### config.mk
export PLATFORM = sky130hd
export DESIGN_NAME = snake_body_ctrl_flat
export DESIGN_NICKNAME = d
export VERILOG_FILES = /design/src/rtl/snake_body_ctrl_if.sv /design/src/rtl/snake_body_ctrl.sv /design/src/flat_wrapper.sv
export SDC_FILE = /design/constraint.sdc
export NUM_CORES = 1
export LEC_CHECK = 0
export CORE_MARGIN = 2
export CORE_UTILIZATION = 64
export CTS_CLUSTER_SIZE = 40
export DETAILED_ROUTE_END_ITERATION = 10
export DONT_BUFFER_PORTS = 1
export HOLD_SLACK_MARGIN = 0.03
export PLACE_DENSITY = 0.8
export SLEW_MARGIN = 20
export SYNTH_ARGS = -nofsm -noshare
export SYNTH_HDL_FRONTEND = slang
export SYNTH_SLANG_ARGS = --single-unit
### constraint.sdc
create_clock -name clk_50MHz -period 11.17 [get_ports clk_50MHz]
set_clock_uncertainty 0.1 [all_clocks]
set_input_delay 0 -clock clk_50MHz [delete_from_list [all_inputs] [get_ports clk_50MHz]]
set_output_delay 0 -clock clk_50MHz [all_outputs]
set_load 0.05 [all_outputs]
### src/rtl/snake_body_ctrl_if.sv
// Purpose: groups the game-control, direction, eat, render-query and status signals of snake_body_ctrl.
// Latency: none; this is wiring only.
// Backpressure: none; all signals are level or single-cycle pulses.
interface snake_body_ctrl_if;
    logic [1:0] mode;
    logic       btn_up;
    logic       btn_down;
    logic       btn_left;
    logic       btn_right;
    logic       eat_;
    logic [5:0] scan_x;
    logic [5:0] scan_y;
    logic       is_body;
    logic [5:0] head_x;
    logic [5:0] head_y;
    logic [5:0] snake_len;
    logic       step;
    logic       game_over;

    // Game/test side: drives controls and render queries, observes snake state.
    modport master (
        output mode, btn_up, btn_down, btn_left, btn_right, eat_, scan_x, scan_y,
        input  is_body, head_x, head_y, snake_len, step, game_over
    );

    // Snake body controller side.
    modport slave (
        input  mode, btn_up, btn_down, btn_left, btn_right, eat_, scan_x, scan_y,
        output is_body, head_x, head_y, snake_len, step, game_over
    );
endinterface

### src/rtl/snake_body_ctrl.sv
// Purpose: snake motion, body storage, growth and wall/self collision on a 40x30 grid; answers body queries.
// Latency: new head and step pulse appear one cycle after the tick evaluation; is_body is combinational.
// Backpressure: none; buttons and eat are sampled every cycle, steps are paced by the internal tick counter.
module snake_body_ctrl #(
    parameter int MAX_LEN   = 16,
    parameter int TICK_DIV  = 12500000,
    parameter int START_X   = 10,
    parameter int START_Y   = 15,
    parameter int START_LEN = 3
) (
    input  logic               clk_50MHz,
    input  logic               rst,
    snake_body_ctrl_if.slave   bus
);

    localparam int CNT_W = (TICK_DIV > 1) ? $clog2(TICK_DIV) : 1;

    typedef enum logic [1:0] {
        DIR_UP    = 2'd0,
        DIR_DOWN  = 2'd1,
        DIR_LEFT  = 2'd2,
        DIR_RIGHT = 2'd3
    } dir_e;

    typedef enum logic {
        ST_RUN  = 1'b0,
        ST_DEAD = 1'b1
    } state_e;

    logic [5:0]       seg_x_q [MAX_LEN];
    logic [5:0]       seg_y_q [MAX_LEN];
    dir_e             dir_q;
    dir_e             pend_q, pend_d;
    logic [5:0]       len_q;
    logic             grow_q;
    logic [CNT_W-1:0] cnt_q;
    logic             step_q;
    state_e           state_q, state_d;

    logic             init;
    logic             tick;
    logic             cnt_en;
    logic             game_over;
    logic             req_vld;
    dir_e             req_dir;
    dir_e             opp_dir;
    logic [5:0]       nh_x, nh_y;
    logic             wall_hit;
    logic             self_hit;
    logic             growing;
    logic             move;
    logic             die;
    logic             is_body;

    // Leaving play mode behaves exactly like reset, so both collapse into one init condition.
    assign init = rst || (bus.mode != 2'd1);
    assign tick = cnt_en && (cnt_q == CNT_W'(TICK_DIV - 1));

    // FSM state register.
    always_ff @(posedge clk_50MHz) begin
        if (init) begin
            state_q <= ST_RUN;
        end else begin
            state_q <= state_d;
        end
    end

    // FSM next state: any collision at a step is fatal until re-initialised.
    always_comb begin
        state_d = state_q;
        if ((state_q == ST_RUN) && die) begin
            state_d = ST_DEAD;
        end
    end

    // FSM outputs: counting only while running, game_over is the DEAD level.
    always_comb begin
        cnt_en    = (state_q == ST_RUN);
        game_over = (state_q == ST_DEAD);
    end

    // Step pacing counter; frozen while dead.
    always_ff @(posedge clk_50MHz) begin
        if (init) begin
            cnt_q <= '0;
        end else if (tick) begin
            cnt_q <= '0;
        end else if (cnt_en) begin
            cnt_q <= cnt_q + CNT_W'(1);
        end
    end

    // Button decode: highest-priority request wins, reversal onto the body is dropped.
    always_comb begin
        req_vld = 1'b1;
        req_dir = DIR_RIGHT;
        if (bus.btn_up) begin
            req_dir = DIR_UP;
        end else if (bus.btn_down) begin
            req_dir = DIR_DOWN;
        end else if (bus.btn_left) begin
            req_dir = DIR_LEFT;
        end else if (bus.btn_right) begin
            req_dir = DIR_RIGHT;
        end else begin
            req_vld = 1'b0;
        end
        // Encoding pairs opposites on bit 0 (UP/DOWN, LEFT/RIGHT).
        opp_dir = dir_e'(dir_q ^ 2'b01);
        pend_d  = pend_q;
        if (req_vld && (req_dir != opp_dir)) begin
            pend_d = req_dir;
        end
    end

    // Candidate head one cell along the pending direction; walls sit before any underflow/overflow.
    always_comb begin
        nh_x = seg_x_q[0];
        nh_y = seg_y_q[0];
        case (pend_q)
            DIR_UP:    nh_y = seg_y_q[0] - 6'd1;
            DIR_DOWN:  nh_y = seg_y_q[0] + 6'd1;
            DIR_LEFT:  nh_x = seg_x_q[0] - 6'd1;
            default:   nh_x = seg_x_q[0] + 6'd1;
        endcase
        wall_hit = (nh_x == 6'd0) || (nh_x == 6'd39) || (nh_y == 6'd0) || (nh_y == 6'd29);
    end

    // Self collision: the tail cell is vacated unless this step grows, so it only counts when growing.
    always_comb begin
        growing  = (grow_q || bus.eat_) && (len_q < 6'(MAX_LEN));
        self_hit = 1'b0;
        for (int i = 0; i < MAX_LEN; i++) begin
            if (((6'(i) + 6'd1 < len_q) || (growing && (6'(i) + 6'd1 == len_q))) &&
                (seg_x_q[i] == nh_x) && (seg_y_q[i] == nh_y)) begin
                self_hit = 1'b1;
            end
        end
        move = tick && !(wall_hit || self_hit);
        die  = tick &&  (wall_hit || self_hit);
    end

    // Direction, pending direction, growth flag, length and the registered step pulse.
    always_ff @(posedge clk_50MHz) begin
        if (init) begin
            dir_q  <= DIR_RIGHT;
            pend_q <= DIR_RIGHT;
            len_q  <= 6'(START_LEN);
            grow_q <= 1'b0;
            step_q <= 1'b0;
        end else begin
            pend_q <= pend_d;
            step_q <= move;
            if (move) begin
                dir_q  <= pend_q;
                grow_q <= 1'b0;
                if (growing) begin
                    len_q <= len_q + 6'd1;
                end
            end else if (cnt_en) begin
                grow_q <= grow_q || bus.eat_;
            end
        end
    end

    // Segment shift register: head enters at index 0, everything moves down one slot.
    always_ff @(posedge clk_50MHz) begin
        if (init) begin
            for (int i = 0; i < MAX_LEN; i++) begin
                seg_x_q[i] <= (i < START_LEN) ? 6'(START_X - i) : 6'd0;
                seg_y_q[i] <= 6'(START_Y);
            end
        end else if (move) begin
            seg_x_q[0] <= nh_x;
            seg_y_q[0] <= nh_y;
            for (int i = 1; i < MAX_LEN; i++) begin
                seg_x_q[i] <= seg_x_q[i-1];
                seg_y_q[i] <= seg_y_q[i-1];
            end
        end
    end

    // Renderer query: only live segments may match; stale slots beyond len are ignored.
    always_comb begin
        is_body = 1'b0;
        for (int i = 0; i < MAX_LEN; i++) begin
            if ((6'(i) < len_q) && (seg_x_q[i] == bus.scan_x) && (seg_y_q[i] == bus.scan_y)) begin
                is_body = 1'b1;
            end
        end
    end

    assign bus.is_body   = is_body;
    assign bus.head_x    = seg_x_q[0];
    assign bus.head_y    = seg_y_q[0];
    assign bus.snake_len = len_q;
    assign bus.step      = step_q;
    assign bus.game_over = game_over;

endmodule

### src/flat_wrapper.sv
// flat-port wrapper written by rule: the top's interface ports become plain ports
module snake_body_ctrl_flat 
#(
    parameter int MAX_LEN   = 16,
    parameter int TICK_DIV  = 12500000,
    parameter int START_X   = 10,
    parameter int START_Y   = 15,
    parameter int START_LEN = 3
)
  (clk_50MHz, rst, bus_mode, bus_btn_up, bus_btn_down, bus_btn_left, bus_btn_right, bus_eat_, bus_scan_x, bus_scan_y, bus_is_body, bus_head_x, bus_head_y, bus_snake_len, bus_step, bus_game_over);
  snake_body_ctrl_if bus_i ();
  input  logic clk_50MHz;
  input  logic rst;
  input wire logic [$bits(bus_i.mode)-1:0] bus_mode;
  input wire logic [$bits(bus_i.btn_up)-1:0] bus_btn_up;
  input wire logic [$bits(bus_i.btn_down)-1:0] bus_btn_down;
  input wire logic [$bits(bus_i.btn_left)-1:0] bus_btn_left;
  input wire logic [$bits(bus_i.btn_right)-1:0] bus_btn_right;
  input wire logic [$bits(bus_i.eat_)-1:0] bus_eat_;
  input wire logic [$bits(bus_i.scan_x)-1:0] bus_scan_x;
  input wire logic [$bits(bus_i.scan_y)-1:0] bus_scan_y;
  output wire logic [$bits(bus_i.is_body)-1:0] bus_is_body;
  output wire logic [$bits(bus_i.head_x)-1:0] bus_head_x;
  output wire logic [$bits(bus_i.head_y)-1:0] bus_head_y;
  output wire logic [$bits(bus_i.snake_len)-1:0] bus_snake_len;
  output wire logic [$bits(bus_i.step)-1:0] bus_step;
  output wire logic [$bits(bus_i.game_over)-1:0] bus_game_over;
  assign bus_i.mode = bus_mode;
  assign bus_i.btn_up = bus_btn_up;
  assign bus_i.btn_down = bus_btn_down;
  assign bus_i.btn_left = bus_btn_left;
  assign bus_i.btn_right = bus_btn_right;
  assign bus_i.eat_ = bus_eat_;
  assign bus_i.scan_x = bus_scan_x;
  assign bus_i.scan_y = bus_scan_y;
  assign bus_is_body = bus_i.is_body;
  assign bus_head_x = bus_i.head_x;
  assign bus_head_y = bus_i.head_y;
  assign bus_snake_len = bus_i.snake_len;
  assign bus_step = bus_i.step;
  assign bus_game_over = bus_i.game_over;
  snake_body_ctrl #(.MAX_LEN(MAX_LEN), .TICK_DIV(TICK_DIV), .START_X(START_X), .START_Y(START_Y), .START_LEN(START_LEN)) u_core (.clk_50MHz(clk_50MHz), .rst(rst), .bus(bus_i));
endmodule
==> summary.txt <==
Layout
  • P&R area growth vs syn: 5.58%
  • Share of layout cells above drive strength 1: 0.0605
  • Layout net count: 1,616
  • Layout Cells excl Fill: 1,935

Yosys
  • Synthesized area: ~0.017 mm²
  • Seq cells post-synth: 229
  • Number of flops mapped to enable cells by yosys: ~190
  • Sequential fraction of the synthesis area: 0.392
  • Syn Nets: approximately 1.7k
  • Syn Inst Count: approximately 1.7k
  • Post-Synthesis Mean Instance Area: around 10 µm²
  • Synth Flop Type: edfxtp_1
  • Yosys warns: 0
  • Yosys cell types: 87
  • Post-synth ARST share: 0

Hold path
  • Hold Path Class: input port to flip-flop
  • Hold EP: u_core.grow_q
  • Worst Hold Launch: bus_mode[1]
  • Hold Crit Depth: 3

Pwr
  • Clock network power share: 0.391
  • Peak VDD IR: ~0.00017 V
  • Share of total power in sequential cells: 0.463
  • Switch share: 0.277
  • Combinational power share: 0.146
  • Lkg Pwr: 6.17 nW
  • Cell-internal power: between 0.0015 and 0.002 W
  • Pwr Total: between 0.002 and 0.0025 W
  • Pwr dens: between 100 and 150 mW/mm²
  • P_sw: ~0.0006 W

Routing
  • DR vias/cell: 7.12
  • Drt initial violations: about 2.9k
  • Vias post-DR: between 10k and 15k
  • Avg WL per Cell: 30.9 µm
  • TritonRoute pass-1 iters: 8
  • # DRC: 0
  • Detail Route Antenna Nets: 0
  • Final WL: about 60,000 µm

Clock tree
  • H-tree depth: 1
  • CTS tree: yes
  • Clock transition at path regs: ~0.06 ns
  • Clock Sinks: 229
  • CTS buffer count: 25
  • Clk_lat worst skew: 0.56 ns
  • # Post-CTS Setup Buffers: 0
  • Deepest clock path buffer count: 3
  • CTS Root Cell: clkbuf_16

Timing
  • Final hold vios: 0
  • Actual slew at the worst max-slew pin: 1.04 ns
  • Final hold slack: between 0.1 and 0.15 ns
  • Fin crit period: approximately 6.7 ns
  • Fmax: around 150 MHz
  • Setup violators final: 0
  • TNS Setup: 0 ns
  • Fin crit share: 0.596
  • Normalized max-slew margin: 0.302
  • Unrepaired setup endpoints after global routing: no
  • Max-slew violations: 0

Setup path
  • Startpoint Class: flip-flop
  • Setup CP Type: flip-flop to flip-flop
  • Crit-path max FO: 78
  • Req. time, crit path: roughly 11 ns
  • Reg2reg end: u_core.seg_x_q[0][7]
  • R2R setup slack: around 4.5 ns
  • Reg2Reg Launch Point: u_core.pend_q[1]
  • CP endpoint kind: flip-flop
  • CP arrival: between 6 and 7 ns
  • Critical Path Start: u_core.pend_q[1]
  • Reg2reg path depth: 14

Die
  • Chip Height: roughly 160 µm
  • Die X: 165 µm
  • # rows: 58
  • Initial core utilization: 0.655
  • Die Area: approximately 0.027 mm²
  • # IOs: 42
  • Core area: between 0.02 and 0.03 mm²

Flow run
  • Max Cap Viol: 0

Placed design
  • Post-DP HPWL: between 40,000 and 50,000 µm
  • Port Buf Inserts: 0
  • Placed cell count: between 1.5k and 2k
  • Routability Congestion: ~1.1

GRT
  • Largest net degree at the start of global routing: 84
  • Antenna violations before repair: 1
  • Gr usage total: 0.439
  • Global route total overflow: 0
  • First-pass GRT wire length: 85,700 µm
  • Vias in the first global route: ~13k

Run status
  • Run status: completed
==> layout make-up <==
cell class	instances	area (µm²)
antenna	1	2.50
clock buffer	34	691
clock inverter	12	125
fill	1895	7820
inverter	30	113
multi-input combinational	1257	9310
sequential	229	6510
tap	330	413
timing repair buffer	42	350
==> flip-flops by register name, summed over array words and instances, names as in the netlist <==
name                  count
u_core.bus.step           1
u_core.seg_y_q           96
u_core.seg_x_q           96
u_core.dir_q              2
u_core.pend_q             2
u_core.bus.game_over      1
u_core.bus.snake_len      6
u_core.grow_q             1
u_core.cnt_q             24
==> Yosys cell counts (6+ instances only) <==
cell | n | area share
xnor2_1 | 261 | 0.14
o22ai_1 | 13 | 0.0049
nand3_1 | 55 | 0.017
a2111oi_0 | 12 | 0.0063
inv_1 | 30 | 0.0068
o21ai_0 | 34 | 0.010
a21boi_0 | 7 | 0.0032
a21o_1 | 7 | 0.0032
a31oi_1 | 10 | 0.0038
nor3_1 | 39 | 0.012
buf_4 | 15 | 0.0068
or3_1 | 11 | 0.0042
clkbuf_1 | 67 | 0.015
a221oi_1 | 6 | 0.0032
or2_1 | 34 | 0.013
buf_1 | 11 | 0.0025
and2_1 | 50 | 0.019
and3_1 | 75 | 0.028
o31ai_1 | 6 | 0.0027
ha_1 | 9 | 0.0068
mux2i_1 | 14 | 0.0085
or4_1 | 11 | 0.0050
o21a_1 | 7 | 0.0032
buf_6 | 10 | 0.0068
edfxtp_1 | 192 | 0.35
xor2_1 | 129 | 0.068
nor4b_1 | 6 | 0.0032
nand2_1 | 57 | 0.013
dfxtp_1 | 37 | 0.045
nor2_1 | 79 | 0.018
nor3b_1 | 8 | 0.0036
nor4_1 | 38 | 0.014
nand2b_1 | 33 | 0.012
nor2b_1 | 7 | 0.0026
xnor3_1 | 21 | 0.029
a21oi_1 | 36 | 0.011
nand4_1 | 62 | 0.023
and4_1 | 9 | 0.0048
buf_2 | 34 | 0.010
==> logic make-up (layout without fill, tap and decap cells) <==
logic type                 count (synthesis)  after routing  share of synthesized area
AOI/OAI and AO/OA                        217            217                     0.0941
adders and majority gates                 10             10                    0.00800
and+or+nand+nor                          595            595                      0.204
muxes                                     20             20                     0.0132
other                                      0              1                          0
DFF                                      229            229                      0.392
buffers and inverters                    167            118                     0.0483
xor gates and xnor gates                 415            415                      0.240
==> worst max-delay path: stages (launching register included) <==
cell,delay (ns)
dfxtp_2,0.85
nand2b_1,0.32
inv_1,0.08
fa_1,1.08
nor2b_1,0.53
nor3_1,0.08
a2111oi_0,0.41
nand4_1,0.34
or4_1,0.58
o32ai_1,0.24
nor4_1,0.13
and2_1,0.29
nand3_1,0.24
nand2_8,0.40
buf_4,0.56
==> metal layers <==
layer / GRT usage / up-vias / wire length, µm / part of all wire
met3: 0.138 / 193 / 8380 / 0.14
met4: 0.160 / 0 / 2850 / 0.048
met2: 0.643 / 1041 / 25200 / 0.42
met5: 0 / - / 0 / 0
met1: 0.611 / 6717 / 23300 / 0.39
li1: - / 5822 / - / -
==> worst max path at each step <==
stage          slack, ns                   end  cells after the start
5_1_grt             4.16  u_core.seg_y_q[5][7]                     14
2_1_floorplan       2.42  u_core.seg_x_q[0][0]                     16
4_1_cts             4.46  u_core.seg_x_q[0][7]                     14
6_report            4.51  u_core.seg_x_q[0][7]                     14
3_5_place_dp        4.46  u_core.seg_x_q[0][7]                     14
3_3_place_gp        4.60  u_core.seg_y_q[2][1]                     14
==> power groups by stage <==
stage	combinational, W	clock (W)	sequential, W
finish	0.000315	0.000844	0.000998
CTS	0.000302	0.000840	0.000994
global placement	0.000293	0	0.00101
global route	0.000328	0.000868	0.000997
floorplan	0.000239	0	0.000993
detailed placement	0.000295	0	0.00101
==> what timing repair did <==
| item | in CTS | in global routing |
|---|---|---|
| endpoints found under the hold margin | 16 | 0 |
| hold buffers | 14 | 0 |
| gates resized for setup | 0 | 0 |
==> layout by cell type, fill, tap and decap left out, types with 21 or more instances in the layout <==
cell	instances
nor3_1	39
clkbuf_16	26
and2_1	50
a21oi_1	36
edfxtp_1	192
xor2_1	129
o21ai_0	34
xnor3_1	21
dfxtp_1	36
nand4_1	62
buf_4	28
xnor2_1	261
inv_1	30
nand2_1	56
and3_1	75
nand2b_1	33
or2_1	34
nand3_1	55
nor2_1	78
nor4_1	38
==> stage by stage <==
stage               setup WS [ns]  area [µm²]  utilization
floorplan                    2.42       16600            -
global placement             4.60       16500        0.653
finish                       4.51       17500        0.691
CTS                          4.46       17500        0.691
global route                 4.16       17500        0.691
detailed placement           4.46       16500        0.653
No activity file was read; power rests on OpenSTA's default activity.
